[src/rtl/alu_exec_unit_if.sv]
// rtl/alu_exec_unit_if.sv - issue/writeback handshake bundle for alu_exec_unit
//
// Purpose: groups the op-issue stream, the result stream and the status
// outputs of alu_exec_unit into one interface.
// Signals:
//   in_valid/in_ready   issue handshake (op, a, b qualified by in_valid)
//   op, a, b            opcode and operands
//   out_valid/out_ready writeback handshake (result and flags qualified)
//   result              registered result
//   flag_z/n/c/v/dz     zero, negative, carry, overflow, divide-by-zero
//   busy                divider iterating
// Modports: master = issue/writeback side, slave = execution unit.
interface alu_exec_unit_if #(
  parameter int N = 16
) ();
  logic         in_valid;
  logic         in_ready;
  logic [3:0]   op;
  logic [N-1:0] a;
  logic [N-1:0] b;
  logic         out_valid;
  logic         out_ready;
  logic [N-1:0] result;
  logic         flag_z;
  logic         flag_n;
  logic         flag_c;
  logic         flag_v;
  logic         flag_dz;
  logic         busy;

  modport master (
    output in_valid, op, a, b, out_ready,
    input  in_ready, out_valid, result, flag_z, flag_n, flag_c, flag_v,
           flag_dz, busy
  );

  modport slave (
    input  in_valid, op, a, b, out_ready,
    output in_ready, out_valid, result, flag_z, flag_n, flag_c, flag_v,
           flag_dz, busy
  );
endinterface

[src/rtl/alu_exec_unit.sv]
// rtl/alu_exec_unit.sv - handshaked ALU execution stage with iterative divider
//
// Purpose: accepts one op per input transfer, produces a registered result
// plus status flags under writeback backpressure. DIV/MOD with a nonzero
// divisor run an N-cycle unsigned restoring divider; everything else,
// including divide by zero and illegal ops, completes in one cycle.
// Ports:
//   clk    rising-edge clock
//   rst_n  asynchronous active-low reset
//   bus    alu_exec_unit_if slave modport (issue, writeback, flags, busy)
module alu_exec_unit #(
  parameter int N = 16
) (
  input  logic            clk,
  input  logic            rst_n,
  alu_exec_unit_if.slave  bus
);

  localparam logic [3:0] OP_SUB  = 4'd0;
  localparam logic [3:0] OP_ADD  = 4'd1;
  localparam logic [3:0] OP_MUL  = 4'd2;
  localparam logic [3:0] OP_MOV  = 4'd3;
  localparam logic [3:0] OP_COMP = 4'd4;
  localparam logic [3:0] OP_DIV  = 4'd5;
  localparam logic [3:0] OP_XOR  = 4'd6;
  localparam logic [3:0] OP_AND  = 4'd7;
  localparam logic [3:0] OP_NOT  = 4'd8;
  localparam logic [3:0] OP_MOD  = 4'd9;

  localparam int CNT_W = $clog2(N);

  typedef enum logic [1:0] {
    S_IDLE,
    S_DIV,
    S_OUT
  } state_t;

  state_t           r_state;
  logic [N-1:0]     r_result;
  logic             r_z;
  logic             r_n;
  logic             r_c;
  logic             r_v;
  logic             r_dz;
  logic             r_out_valid;
  logic             r_busy;

  // Divider working set: quotient register starts as the dividend and
  // shifts quotient bits in from the bottom as dividend bits leave the top.
  logic [N-1:0]     r_quo;
  logic [N-1:0]     r_rem;
  logic [N-1:0]     r_dvs;
  logic [CNT_W-1:0] r_cnt;
  logic             r_is_mod;

  logic             w_in_ready;
  logic             w_in_fire;
  logic             w_start_div;

  logic [N:0]       w_sum;
  logic [N-1:0]     w_diff;
  logic [2*N-1:0]   w_prod;
  logic [N-1:0]     w_res;
  logic             w_z;
  logic             w_n;
  logic             w_c;
  logic             w_v;
  logic             w_dz;

  logic [N:0]       w_rem_sh;
  logic             w_ge;
  logic [N:0]       w_rem_sub;
  logic [N-1:0]     w_rem_nxt;
  logic [N-1:0]     w_quo_nxt;
  logic [N-1:0]     w_div_res;

  // In OUT the slot frees in the same cycle the held result drains, which
  // is what allows one result per cycle for back-to-back single-cycle ops.
  assign w_in_ready = rst_n & ((r_state == S_IDLE) |
                               ((r_state == S_OUT) & bus.out_ready));
  assign w_in_fire  = bus.in_valid & w_in_ready;
  assign w_start_div = ((bus.op == OP_DIV) || (bus.op == OP_MOD)) &&
                       (bus.b != '0);

  assign w_sum  = {1'b0, bus.a} + {1'b0, bus.b};
  assign w_diff = bus.a - bus.b;
  assign w_prod = {{N{1'b0}}, bus.a} * {{N{1'b0}}, bus.b};

  // Single-cycle result and flags, evaluated on the presented operands.
  always_comb begin
    w_res = '0;
    w_z   = 1'b0;
    w_n   = 1'b0;
    w_c   = 1'b0;
    w_v   = 1'b0;
    w_dz  = 1'b0;
    case (bus.op)
      OP_SUB, OP_COMP: begin
        w_res = (bus.op == OP_COMP) ? bus.a : w_diff;
        w_z   = (w_diff == '0);
        w_n   = w_diff[N-1];
        w_c   = (bus.a < bus.b);
        w_v   = (bus.a[N-1] != bus.b[N-1]) && (w_diff[N-1] != bus.a[N-1]);
      end
      OP_ADD: begin
        w_res = w_sum[N-1:0];
        w_z   = (w_sum[N-1:0] == '0);
        w_n   = w_sum[N-1];
        w_c   = w_sum[N];
        w_v   = (bus.a[N-1] == bus.b[N-1]) && (w_sum[N-1] != bus.a[N-1]);
      end
      OP_MUL: begin
        w_res = w_prod[N-1:0];
        w_z   = (w_prod[N-1:0] == '0);
        w_n   = w_prod[N-1];
        w_c   = (w_prod[2*N-1:N] != '0);
      end
      OP_MOV, OP_XOR, OP_AND, OP_NOT: begin
        if (bus.op == OP_MOV)      w_res = bus.b;
        else if (bus.op == OP_XOR) w_res = bus.a ^ bus.b;
        else if (bus.op == OP_AND) w_res = bus.a & bus.b;
        else                       w_res = ~bus.a;
        w_z = (w_res == '0);
        w_n = w_res[N-1];
      end
      OP_DIV, OP_MOD: begin
        // Only reached for b == 0 on the single-cycle path.
        w_res = (bus.op == OP_DIV) ? {N{1'b1}} : bus.a;
        w_z   = (w_res == '0);
        w_n   = w_res[N-1];
        w_dz  = 1'b1;
      end
      default: begin
        w_res = '0;
        w_z   = 1'b1;
      end
    endcase
  end

  // One restoring-division step: shift the next dividend bit into the
  // partial remainder and subtract the divisor when it fits.
  assign w_rem_sh  = {r_rem, r_quo[N-1]};
  assign w_ge      = (w_rem_sh >= {1'b0, r_dvs});
  assign w_rem_sub = w_rem_sh - {1'b0, r_dvs};
  assign w_rem_nxt = w_ge ? w_rem_sub[N-1:0] : w_rem_sh[N-1:0];
  assign w_quo_nxt = {r_quo[N-2:0], w_ge};
  assign w_div_res = r_is_mod ? w_rem_nxt : w_quo_nxt;

  always_ff @(posedge clk or negedge rst_n) begin
    if (!rst_n) begin
      r_state     <= S_IDLE;
      r_result    <= '0;
      r_z         <= 1'b0;
      r_n         <= 1'b0;
      r_c         <= 1'b0;
      r_v         <= 1'b0;
      r_dz        <= 1'b0;
      r_out_valid <= 1'b0;
      r_busy      <= 1'b0;
      r_quo       <= '0;
      r_rem       <= '0;
      r_dvs       <= '0;
      r_cnt       <= '0;
      r_is_mod    <= 1'b0;
    end else if (r_state == S_DIV) begin
      r_quo <= w_quo_nxt;
      r_rem <= w_rem_nxt;
      r_cnt <= r_cnt + 1'b1;
      if (r_cnt == CNT_W'(N - 1)) begin
        r_result    <= w_div_res;
        r_z         <= (w_div_res == '0);
        r_n         <= w_div_res[N-1];
        r_c         <= 1'b0;
        r_v         <= 1'b0;
        r_dz        <= 1'b0;
        r_out_valid <= 1'b1;
        r_busy      <= 1'b0;
        r_state     <= S_OUT;
      end
    end else if (w_in_fire) begin
      if (w_start_div) begin
        r_quo       <= bus.a;
        r_rem       <= '0;
        r_dvs       <= bus.b;
        r_cnt       <= '0;
        r_is_mod    <= (bus.op == OP_MOD);
        r_busy      <= 1'b1;
        r_out_valid <= 1'b0;
        r_state     <= S_DIV;
      end else begin
        r_result    <= w_res;
        r_z         <= w_z;
        r_n         <= w_n;
        r_c         <= w_c;
        r_v         <= w_v;
        r_dz        <= w_dz;
        r_out_valid <= 1'b1;
        r_state     <= S_OUT;
      end
    end else if ((r_state == S_OUT) && bus.out_ready) begin
      r_out_valid <= 1'b0;
      r_state     <= S_IDLE;
    end
  end

  assign bus.in_ready  = w_in_ready;
  assign bus.out_valid = r_out_valid;
  assign bus.result    = r_result;
  assign bus.flag_z    = r_z;
  assign bus.flag_n    = r_n;
  assign bus.flag_c    = r_c;
  assign bus.flag_v    = r_v;
  assign bus.flag_dz   = r_dz;
  assign bus.busy      = r_busy;

endmodule

[src/flat_wrapper.sv]
// flat-port wrapper written by rule: the top's interface ports become plain ports
module alu_exec_unit_flat 
#(
  parameter int N = 16
)
  (clk, rst_n, bus_in_valid, bus_op, bus_a, bus_b, bus_out_ready, bus_in_ready, bus_out_valid, bus_result, bus_flag_z, bus_flag_n, bus_flag_c, bus_flag_v, bus_flag_dz, bus_busy);
  alu_exec_unit_if #(.N(N)) bus_i ();
  input  logic clk;
  input  logic rst_n;
  input wire logic [$bits(bus_i.in_valid)-1:0] bus_in_valid;
  input wire logic [$bits(bus_i.op)-1:0] bus_op;
  input wire logic [$bits(bus_i.a)-1:0] bus_a;
  input wire logic [$bits(bus_i.b)-1:0] bus_b;
  input wire logic [$bits(bus_i.out_ready)-1:0] bus_out_ready;
  output wire logic [$bits(bus_i.in_ready)-1:0] bus_in_ready;
  output wire logic [$bits(bus_i.out_valid)-1:0] bus_out_valid;
  output wire logic [$bits(bus_i.result)-1:0] bus_result;
  output wire logic [$bits(bus_i.flag_z)-1:0] bus_flag_z;
  output wire logic [$bits(bus_i.flag_n)-1:0] bus_flag_n;
  output wire logic [$bits(bus_i.flag_c)-1:0] bus_flag_c;
  output wire logic [$bits(bus_i.flag_v)-1:0] bus_flag_v;
  output wire logic [$bits(bus_i.flag_dz)-1:0] bus_flag_dz;
  output wire logic [$bits(bus_i.busy)-1:0] bus_busy;
  assign bus_i.in_valid = bus_in_valid;
  assign bus_i.op = bus_op;
  assign bus_i.a = bus_a;
  assign bus_i.b = bus_b;
  assign bus_i.out_ready = bus_out_ready;
  assign bus_in_ready = bus_i.in_ready;
  assign bus_out_valid = bus_i.out_valid;
  assign bus_result = bus_i.result;
  assign bus_flag_z = bus_i.flag_z;
  assign bus_flag_n = bus_i.flag_n;
  assign bus_flag_c = bus_i.flag_c;
  assign bus_flag_v = bus_i.flag_v;
  assign bus_flag_dz = bus_i.flag_dz;
  assign bus_busy = bus_i.busy;
  alu_exec_unit #(.N(N)) u_core (.clk(clk), .rst_n(rst_n), .bus(bus_i));
endmodule
[config.mk]
export PLATFORM = sky130hd
export DESIGN_NAME = alu_exec_unit_flat
export DESIGN_NICKNAME = d
export VERILOG_FILES = /design/src/rtl/alu_exec_unit_if.sv /design/src/rtl/alu_exec_unit.sv /design/src/flat_wrapper.sv
export SDC_FILE = /design/constraint.sdc
export NUM_CORES = 1
export LEC_CHECK = 0
export ABC_AREA = 0
export CAP_MARGIN = 20
export CORE_MARGIN = 4
export CORE_UTILIZATION = 40
export CTS_CLUSTER_DIAMETER = 100
export CTS_CLUSTER_SIZE = 12
export DETAILED_ROUTE_END_ITERATION = 7
export GPL_TIMING_DRIVEN = 0
export SLEW_MARGIN = 20
export SYNTH_ARGS = -nofsm -noshare
export SYNTH_HDL_FRONTEND = slang
export SYNTH_SLANG_ARGS = --single-unit
[constraint.sdc]
create_clock -name clk -period 7 [get_ports clk]
set_clock_uncertainty 0.2 [all_clocks]
set_input_delay 1.4 -clock clk [delete_from_list [all_inputs] [get_ports clk]]
set_output_delay 1.4 -clock clk [all_outputs]
set_load 0.01 [all_outputs]
## After elaboration in Yosys (flattened, before gate mapping)

Cells that the tools add are included.

- Logic and storage cells: 131
- Register bits after elaboration: 78

- Multipliers: 1
- Bitwise logic cells: 8
- Equal/unequal tests: 18
- Muxes and demuxes: 58
- Reductions and logical operators: 26
- $lt $le $gt $ge: 2
- Add/subtract/negate cells: 4

Operators by type and width:

| operator | number |
|---|---|
| $mux W16 | 18 |
| $logic_not A16 Y1 | 6 |
| $pmux W16 S5 | 1 |
| $mul A16 B16 Y32 | 1 |
| $reduce_bool A16 Y1 | 2 |
| $sub A16 B16 Y16 | 2 |
| $mux W1 | 27 |
| $add A16 B16 Y17 | 1 |
| $ge A17 B16 Y1 | 1 |
| $and A16 B16 Y16 | 1 |
| $eq A4 B3 Y1 const B | 4 |
| $lt A16 B16 Y1 | 1 |
| $not A16 Y16 | 1 |
| $xor A16 B16 Y16 | 1 |
| $eq A4 B4 Y1 const B | 3 |
| $mux W4 | 3 |
| $mux W2 | 5 |
| $pmux W1 S5 | 2 |
| $reduce_and A3 Y1 | 3 |
| $eq A4 B2 Y1 const B | 2 |
| $add A4 B1 Y4 const B | 1 |
| $eq A4 B1 Y1 const B | 1 |
| $logic_and A1 B1 Y1 | 4 |
| $logic_not A4 Y1 | 1 |
| other kinds (17) | 25 |

## Logic depth before layout (Yosys ltp)

Gate-level depths: netlist (run 1).

- Depth in word-level cells: 10
- Mapped depth: 26

## Worst setup path after synthesis (run 1)

OpenSTA, ideal clock, no wires.

- Path type: input-to-reg
- From: input bus_a[12]
- To: register u_core.r_c, in the netlist u_core.bus.flag_c
- Buffers on the path: 3
- Cell stages on the path: 24
- Path slack: -0.577 ns
- Required time: 6.676 ns
- Arrival: 7.253 ns
- Cell sequence: clkbuf_1 > clkbuf_1 > nand2_1 > fa_1 > fa_1 > fa_1 > inv_1 > fa_1 > fa_1 > inv_1 > fa_1 > inv_1 > ha_1 > clkbuf_1 > nand4_1 > nor3_1 > o211ai_1 > a21oi_1 > nor2_1 > a311oi_1 > xor2_1 > a2111oi_1 > nand4b_1 > o31a_1

- Cells in the longest elaborated chain, start to end: 6
- Elaborated cells between the ends (all ways): 8

Ends and longest elaborated chain:

| item | line | source |
|---|---|---|
| start: declaration | flat_wrapper.sv:12 | `input wire logic [$bits(bus_i.a)-1:0] bus_a;` |
| $mul A16 B16 Y32 | alu_exec_unit.sv:87 | `assign w_prod = {{N{1'b0}}, bus.a} * {{N{1'b0}}, bus.b};` |
| $reduce_bool A16 Y1 | alu_exec_unit.sv:116 | `w_c = (w_prod[2*N-1:N] != '0);` |
| $pmux W1 S3 * | alu_exec_unit.sv:97 | `case (bus.op)` |
| $mux W1 * | alu_exec_unit.sv:181 | `if (w_start_div) begin` |
| $mux W1 * | alu_exec_unit.sv:180 | `end else if (w_in_fire) begin` |
| $mux W1 * | alu_exec_unit.sv:165 | `end else if (r_state == S_DIV) begin` |
| end signal: assignment | alu_exec_unit.sv:194 | `r_c <= w_c;` |
| end: declaration | alu_exec_unit.sv:42 | `logic r_c;` |

Every way passes the cells marked *; elsewhere a longest branch is shown, timed or not. The select of a mux whose other input is x is not followed.
A chain may end at the register's enable or synchronous reset.

## Worst setup path in the final report (run 1)

- From: input bus_a[11]
- To: register u_core.r_c, in the netlist u_core.bus.flag_c

The elaborated chain is that of the path after synthesis.

==> results of run 1 <==
layout by cell type, fill, tap and decap left out, drive strengths merged, types with 8 or more instances in the layout:
cell type,synthesis,final
clkbuf,91,84
xnor2,36,36
nand4,14,14
inv,269,272
nor2b,16,16
and2,98,98
nand2b,14,14
a31oi,13,13
o211ai,20,20
buf,23,139
xor2,17,17
mux2i,20,20
clkdlybuf4s50,0,30
a211oi,22,22
a21o,14,14
o21a,19,19
dfrtp,77,77
a221oi,17,17
o221ai,8,8
nor3,40,40
fa,197,197
nor4,19,19
o21ai,124,124
nand3,37,37
a21oi,101,101
nand2,286,286
o22ai,22,22
ha,153,153
nor2,128,128
power by group:
group          total [W]  switching (W)  internal [W]
combinational     0.0104        0.00596       0.00445
clock           0.000449       0.000203      0.000245
sequential      0.000445    0.000000192      0.000445
total             0.0113        0.00616       0.00514
stage by stage:
step | std cells | total power, W | hold WS (ns) | util [%] | area [µm²]
2_1_floorplan | 2021 | 0.00586 | 0.250 | - | 16500
3_3_place_gp | 2608 | 0.00819 | 0.262 | 44.6 | 17800
3_5_place_dp | 2609 | 0.00826 | 0.269 | 44.7 | 17800
4_1_cts | 2675 | 0.00964 | 0.283 | 47.6 | 18900
5_1_grt | 2698 | 0.0121 | 0.303 | 49.2 | 19600
6_report | 2698 | 0.0113 | 0.279 | 49.2 | 19600
timing repair:
action,4_1_cts,5_1_grt
gates resized for setup,261,129
pin swaps,38,49
setup buffers,51,23
endpoints found under the setup margin,12,11
cells by family (layout without fill, tap and decap cells):
group           after synthesis  count (layout)
other cells                   0               1
fa+ha+maj                   350             350
xor+xnor                     53              53
simple gates                694             694
flops                        77              77
mux                          27              27
compound gates              436             436
buf+inv                     384             535
worst max-delay path, stage by stage:
cell       delay, ns
buf_6           0.11
clkbuf_8        0.14
clkbuf_16       0.15
and2_4          0.13
fa_1            0.57
inv_2           0.05
fa_1            0.51
inv_2           0.04
fa_1            0.57
fa_1            0.46
fa_1            0.50
inv_1           0.05
fa_1            0.49
inv_2           0.05
ha_4            0.28
nand4_1         0.21
nor3_1          0.23
o211ai_1        0.11
buf_4           0.20
buf_4           0.15
a21oi_4         0.21
o22ai_1         0.15
nor4b_2         0.26
and4b_1         0.25
nand4b_1        0.13
o31a_1          0.32
state kept, by name, indices dropped and copies added (netlist names):
signal and flops:
u_core.bus.flag_v 1, u_core.bus.busy 1, u_core.bus.flag_c 1, u_core.r_rem 16
u_core.bus.flag_dz 1, u_core.r_is_mod 1, u_core.r_state 2, u_core.r_cnt 4
u_core.r_quo 16, u_core.bus.result 16, u_core.bus.flag_z 1, u_core.bus.flag_n 1
u_core.r_dvs 16
path summary, 6_finish.rpt:
kind | from | to | depth (start not counted)
setup / recovery | bus_a[11] | u_core.bus.flag_c | 26
hold / removal | u_core.bus.flag_v | u_core.bus.flag_v | 2
setup reg to reg | u_core.r_quo[15] | u_core.bus.flag_z | 14
hold reg to reg | u_core.bus.flag_v | u_core.bus.flag_v | 2
max in group asynchronous | rst_n | u_core.r_dvs[1] | 2
min in group asynchronous | rst_n | u_core.bus.result[0] | 1
routing by layer:
metal	vias up	global-route usage (%)
li1	7077	-
met1	7840	37.1
met2	654	48.1
met3	139	2.49
met4	0	10.1
met5	-	0
area by class of cell:
| type | instances | area (µm²) |
|---|---|---|
| inverter | 270 | 1020 |
| tap | 525 | 657 |
| fill | 3904 | 20200 |
| sequential | 77 | 1930 |
| buffer | 112 | 1050 |
| antenna | 1 | 2.50 |
| clock inverter | 7 | 57.6 |
| multi-input combinational | 1560 | 13400 |
| clock buffer | 9 | 225 |
| timing repair buffer | 137 | 1280 |
==> key figures, run 1 <==
Outcome
  – Status: complete, but fails checks
  – Failing checks: negative setup slack

Timing
  – RSZ-0062 raised after global routing: true
  – Fin crit period: 7.73 ns
  – Hold Fails Final Rpt: 0
  – Setup violators final: 4
  – Slew HR: 16.4%
  – Final worst-path cycle share: 110%
  – Total negative slack: -2.00 ns
  – Fin. max-slew vios: 0
  – Max Clock Freq: 129 MHz
  – Slew @ Worst Pin: roughly 1.2 ns
  – Fin worst setup slack: -0.727 ns

Yosys
  – Post-synth top area share: between 20% and 30%
  – Area fraction in compound gates after synthesis: 17.7%
  – Simple-Gate Fraction of Synth Area: between 20% and 30%
  – Main flop type after synthesis: dfrtp_1
  – Sequential area share after synthesis: 11.9%
  – Warnings, synthesis: 0
  – EDFF count, synth: 0
  – Commonest cells in the netlist: nand2_1, inv_1, fa_1
  – Largest family of logic cells by synthesized area: adder cells
  – Adder-Cell Fraction of Synth Area: between 30% and 40%
  – Area leader, netlist: fa_1
  – Synthesized cell area: approximately 0.016 mm²
  – Most numerous cell in the Yosys netlist: nand2_1
  – Top post-synthesis cells by area: fa_1, dfrtp_1, ha_1
  – Mux share of post-synthesis cell area: ~1.7%
  – Post-synth cell types: 85
  – Seq cells post-synth: between 70 and 80
  – Synth Area per Inst: 7.99 µm²
  – Post-Synth XOR/XNOR Area: 2.87%
  – Ys async rst share: 100%
  – Synth Instances: 2021
  – Post-Syn Nets: around 2.4k

Setup path
  – Kind of critical path: input pin to flip-flop
  – CP required: 7.00 ns
  – Flop-to-flop setup slack: 3.11 ns
  – Crit start category: input pin
  – Max FO, Critical Path: 4
  – Worst setup EP type: flip-flop
  – Arrival @ worst endpoint: 7.73 ns

Detailed routing
  – Initial DRT Pass Iterations: 6
  – WL met1: between 20 and 30 mm
  – Met2 wire len: 30.6 mm
  – Met3 routed WL: 3.75 mm
  – DR iter-0 viols: 1593
  – Max layer used: met4
  – DR WL/cell: 23.4 µm
  – DRC violations left: 0
  – Post-route ant nets: 0
  – Via density: just under 6
  – DRT Wirelength: 63.2 mm
  – Via count: 15.7k

Global routing
  – Initial antenna violation count: 2
  – Overflow after GRT: 0
  – Vias in the first global route: between 15k and 20k
  – First-pass GRT wire length: 95.5 mm
  – Largest net degree at the start of global routing: 49
  – GRT Total Usage: 28.0%

Floorplan
  – I/O pin count: 64
  – Chip height: 209 µm
  – Core ar.: 0.0398 mm²
  – Chip width: 209 µm
  – Starting Density: between 40 and 50%
  – Rows: 73
  – Die area: 0.0437 mm²

Clock network
  – Clock Tree Buf Depth: 2
  – Clk sink count: 77
  – Clk slew on worst S/H paths: around 0.07 ns
  – Worst-Skew Late Latency: 0.33 ns
  – Root Buffer: clkbuf_16
  – CTS tree: yes
  – CTS buffer count: 9
  – Hold buffers post-CTS: 0
  – H-Tree Depth: 3

Job
  – Maxcap violations: 0

Layout
  – Final nets: 2557
  – Area Overhead vs Synth: 21.3%
  – Share of cells above drive strength 1: 14.5%

Place
  – DP HPWL: a little under 50 mm
  – GPL Wtd Cong: roughly 0.98
  – Pre-CTS WS: -2.27 ns
  – PortBufs: between 60 and 70

Pwr
  – Peak supply drop: 0.00120 V
  – Leakage: 8.65 nW
  – Power Dens Cells: 577 mW/mm²

Hold path
  – Worst hold path class: flip-flop to flip-flop
Power figures use the tool's default switching activity.
==> inputs of run 2 (changes only) <==
--- a/config.mk
+++ b/config.mk
@@ -13,6 +13,7 @@
 export CTS_CLUSTER_SIZE = 12
 export DETAILED_ROUTE_END_ITERATION = 7
 export GPL_TIMING_DRIVEN = 0
+export PLACE_DENSITY_LB_ADDON = 0.3
 export SLEW_MARGIN = 20
 export SYNTH_ARGS = -nofsm -noshare
 export SYNTH_HDL_FRONTEND = slang
==> run 2 against run 1 <==
Compared with the run above: via count is 0.71% lower; global-route usage down 0.57 points; the flow still finishes with violations (negative setup slack); power decreased by 2.2%; combinational power about the same; wire length down 3.8%; cell area decreased by 0.56%; sequential cell count is the same; fmax grew 0.52%; hold slack better by 0.0037 ns; non-clock buffer count is 6 lower.
==> key figures, run 2 (synthesis gave the netlist of run 1 again) <==
Hold path
  – Worst hold path class: flip-flop to flip-flop
  – Hold_sp: u_core.r_dvs[14]

Pwr
  – Clock power frac: 4.2% (+0.2 points)
  – Power Dens Cells: 567 mW/mm² (-1.7%)
  – Peak supply drop: 0.00155 V (+29%)
  – Sw Pwr: 0.00605 W (-1.9%)
  – Sw Share: 54.7% (+0.19 points)
  – Gate power share: 91.8% (-0.3 points)
  – Sequential power share: 4.0% (about the same)
  – Internal: 0.00500 W (-2.6%)
  – Leakage: 8.61 nW (-0.55%)

Setup path
  – Crit start category: input pin
  – Worst R2R Start: u_core.r_quo[15]
  – CP required: 7.01 ns (about the same)
  – Worst Setup EP: u_core.bus.flag_c
  – Max FO, Critical Path: 3 (-1)
  – Kind of critical path: input pin to flip-flop
  – R2R Path End: u_core.bus.flag_z
  – Worst setup EP type: flip-flop
  – Flop-to-flop setup slack: 3.19 ns (+0.08 ns)
  – Crit path launch: bus_a[8]
  – Arrival @ worst endpoint: 7.69 ns (-0.04 ns)
  – Register-to-Register Path Depth: 14 (unchanged)

Outcome
  – Failing checks: negative setup slack
  – Status: complete, but fails checks

Clock network
  – Clock Tree Buf Depth: 2 (unchanged)
  – Worst-Skew Late Latency: 0.34 ns (about the same)
  – CTS tree: yes
  – CTS buffer count: 9 (unchanged)
  – Clk sink count: 77 (unchanged)
  – H-Tree Depth: 3 (unchanged)
  – Clk slew on worst S/H paths: 0.07 ns (about the same)
  – Root Buffer: clkbuf_16

Global routing
  – Overflow after GRT: 0 (unchanged)
  – GRT met2 Usage: 45.8% (-2.4 points)
  – Layer with the highest usage: met2
  – Initial antenna violation count: 4 (+2)
  – First-pass GRT wire length: 94.2 mm (-1.3%)
  – Vias in the first global route: 16.1k (+1.3%)
  – Met1 Track Usage GR: 35.9% (-1.2 points)
  – Largest net degree at the start of global routing: 46 (-6.1%)
  – GR Util met3: 3.35% (+0.86 points)
  – GRT Total Usage: 27.5% (-0.57 points)

Detailed routing
  – Post-route ant nets: 0 (unchanged)
  – Via count: 15.6k (-0.71%)
  – DR iter-0 viols: 1507 (-5.4%)
  – DRC violations left: 0 (unchanged)
  – Via density: 5.80 (-0.45%)
  – DR WL/cell: 22.6 µm (-3.6%)
  – DRT Wirelength: 60.7 mm (-3.8%)
  – Initial DRT Pass Iterations: 6 (unchanged)

Floorplan
  – I/O pin count: 64 (unchanged)
  – Chip height: 209 µm (unchanged)
  – Die area: 0.0437 mm² (unchanged)
  – Rows: 73 (unchanged)
  – Starting Density: 40.6% (unchanged)
  – Chip width: 209 µm (unchanged)
  – Core ar.: 0.0398 mm² (unchanged)

Timing
  – Slew HR: 29.5% (+13 points)
  – Hold Fails Final Rpt: 0 (unchanged)
  – Setup violators final: 5 (+1)
  – Final worst-path cycle share: 110% (-0.58 points)
  – Fin. max-slew vios: 0 (unchanged)
  – Max Clock Freq: 130 MHz (+0.52%)
  – Fin worst setup slack: -0.687 ns (+0.0403 ns)
  – Fin crit period: 7.69 ns (-0.0403 ns)
  – Slew @ Worst Pin: 1.05 ns (-0.199 ns)
  – RSZ-0062 raised after global routing: true

Place
  – DP Cell Count: 2609 (unchanged)
  – PortBufs: 62 (unchanged)
  – DP HPWL: 48.6 mm (-1.8%)
  – GPL Wtd Cong: 0.997 (+1.3%)

Layout
  – Most common cell after layout, fill and taps aside: nand2_1
  – Commonest non-fill, non-tap cells in the layout: nand2_1, inv_1, fa_1
  – Share of cells above drive strength 1: 14.0% (-0.51 points)
  – Fillers: 3929 (+0.64%)
  – Layout Utilization: 48.9% (-0.27 points)
  – ANT cells: 0 (-1)
  – Final nets: 2551 (-0.23%)
  – Area Overhead vs Synth: 20.6%
  – Final Non-Filler Cells: 2691 (-0.26%)

Job
  – Maxcap violations: 0 (unchanged)
## run 2: final cells by class
| class | count | area (µm²) | share of cell area (%) |
|---|---|---|---|
| multi-input combinational | 1560 | 13400 | 68.7 |
| sequential | 77 | 1930 | 9.89 |
| timing repair buffer | 132 | 1120 | 5.76 |
| buffer | 111 | 1070 | 5.51 |
| inverter | 270 | 1020 | 5.23 |
| tap | 525 | 657 | 3.37 |
| clock buffer | 9 | 225 | 1.16 |
| clock inverter | 7 | 68.8 | 0.353 |
## run 2: worst max-delay path, cell delays in order
cell	delay [ns]
buf_6	0.11
clkbuf_8	0.14
buf_4	0.14
and2_4	0.15
fa_1	0.56
inv_2	0.05
fa_1	0.45
fa_1	0.49
inv_1	0.05
fa_1	0.45
fa_1	0.49
inv_1	0.05
fa_1	0.48
inv_1	0.04
ha_1	0.27
clkbuf_8	0.12
nand4_1	0.22
nor3_2	0.25
o211ai_1	0.11
buf_4	0.20
a21oi_4	0.20
o2111ai_2	0.14
mux2i_2	0.20
nor4b_2	0.24
and4b_1	0.24
nand4b_1	0.12
o31a_1	0.32
## run 2: stage by stage
step	hold slack [ns]	cell area [µm²]	TNS, ns	total power, W	worst slack [ns]
floorplan	0.250	16500	-0.127	0.00586	-0.127
CTS	0.284	19200	-0.919	0.0105	-0.751
detailed placement	0.268	17800	-17.40	0.00814	-2.36
global placement	0.260	17800	-16.79	0.00803	-2.40
global route	0.309	19500	-2.11	0.0119	-0.892
finish	0.283	19500	-1.15	0.0110	-0.687
## run 2: timing repair
item | 4_1_cts | 5_1_grt
endpoints found under the hold margin | 0 | 0
resized for setup | 304 | 78
pin swaps | 37 | 45
gates cloned | 0 | 1
buffers inserted | 53 | 15
hold buffers | 0 | 0
endpoints found under the setup margin | 12 | 11
## run 2: worst min-delay path by stage
stage | to | slack (ns) | cells past startpoint
final | u_core.r_dvs[14] | 0.28 | 2
after global routing | u_core.r_dvs[1] | 0.31 | 2
after CTS | u_core.bus.flag_v | 0.28 | 2
after detailed placement | u_core.bus.flag_v | 0.27 | 2
after global placement | u_core.bus.flag_v | 0.26 | 2
after floorplan | u_core.r_dvs[10] | 0.25 | 2
## run 2: per-layer routing
metal  share of wire (%)  up-vias
li1                    -     7060
met1                  41     7722
met2                  47      651
met3                 6.8      164
met4                 5.4        2
met5               0.021        -
## run 2: power by group through the flow
stage	registers (W)	logic, W	clock network (W)
5_1_grt	0.000445	0.0110	0.000488
2_1_floorplan	0.000454	0.00541	0
3_5_place_dp	0.000454	0.00769	0
4_1_cts	0.000445	0.00955	0.000465
6_report	0.000445	0.0101	0.000461
3_3_place_gp	0.000454	0.00757	0
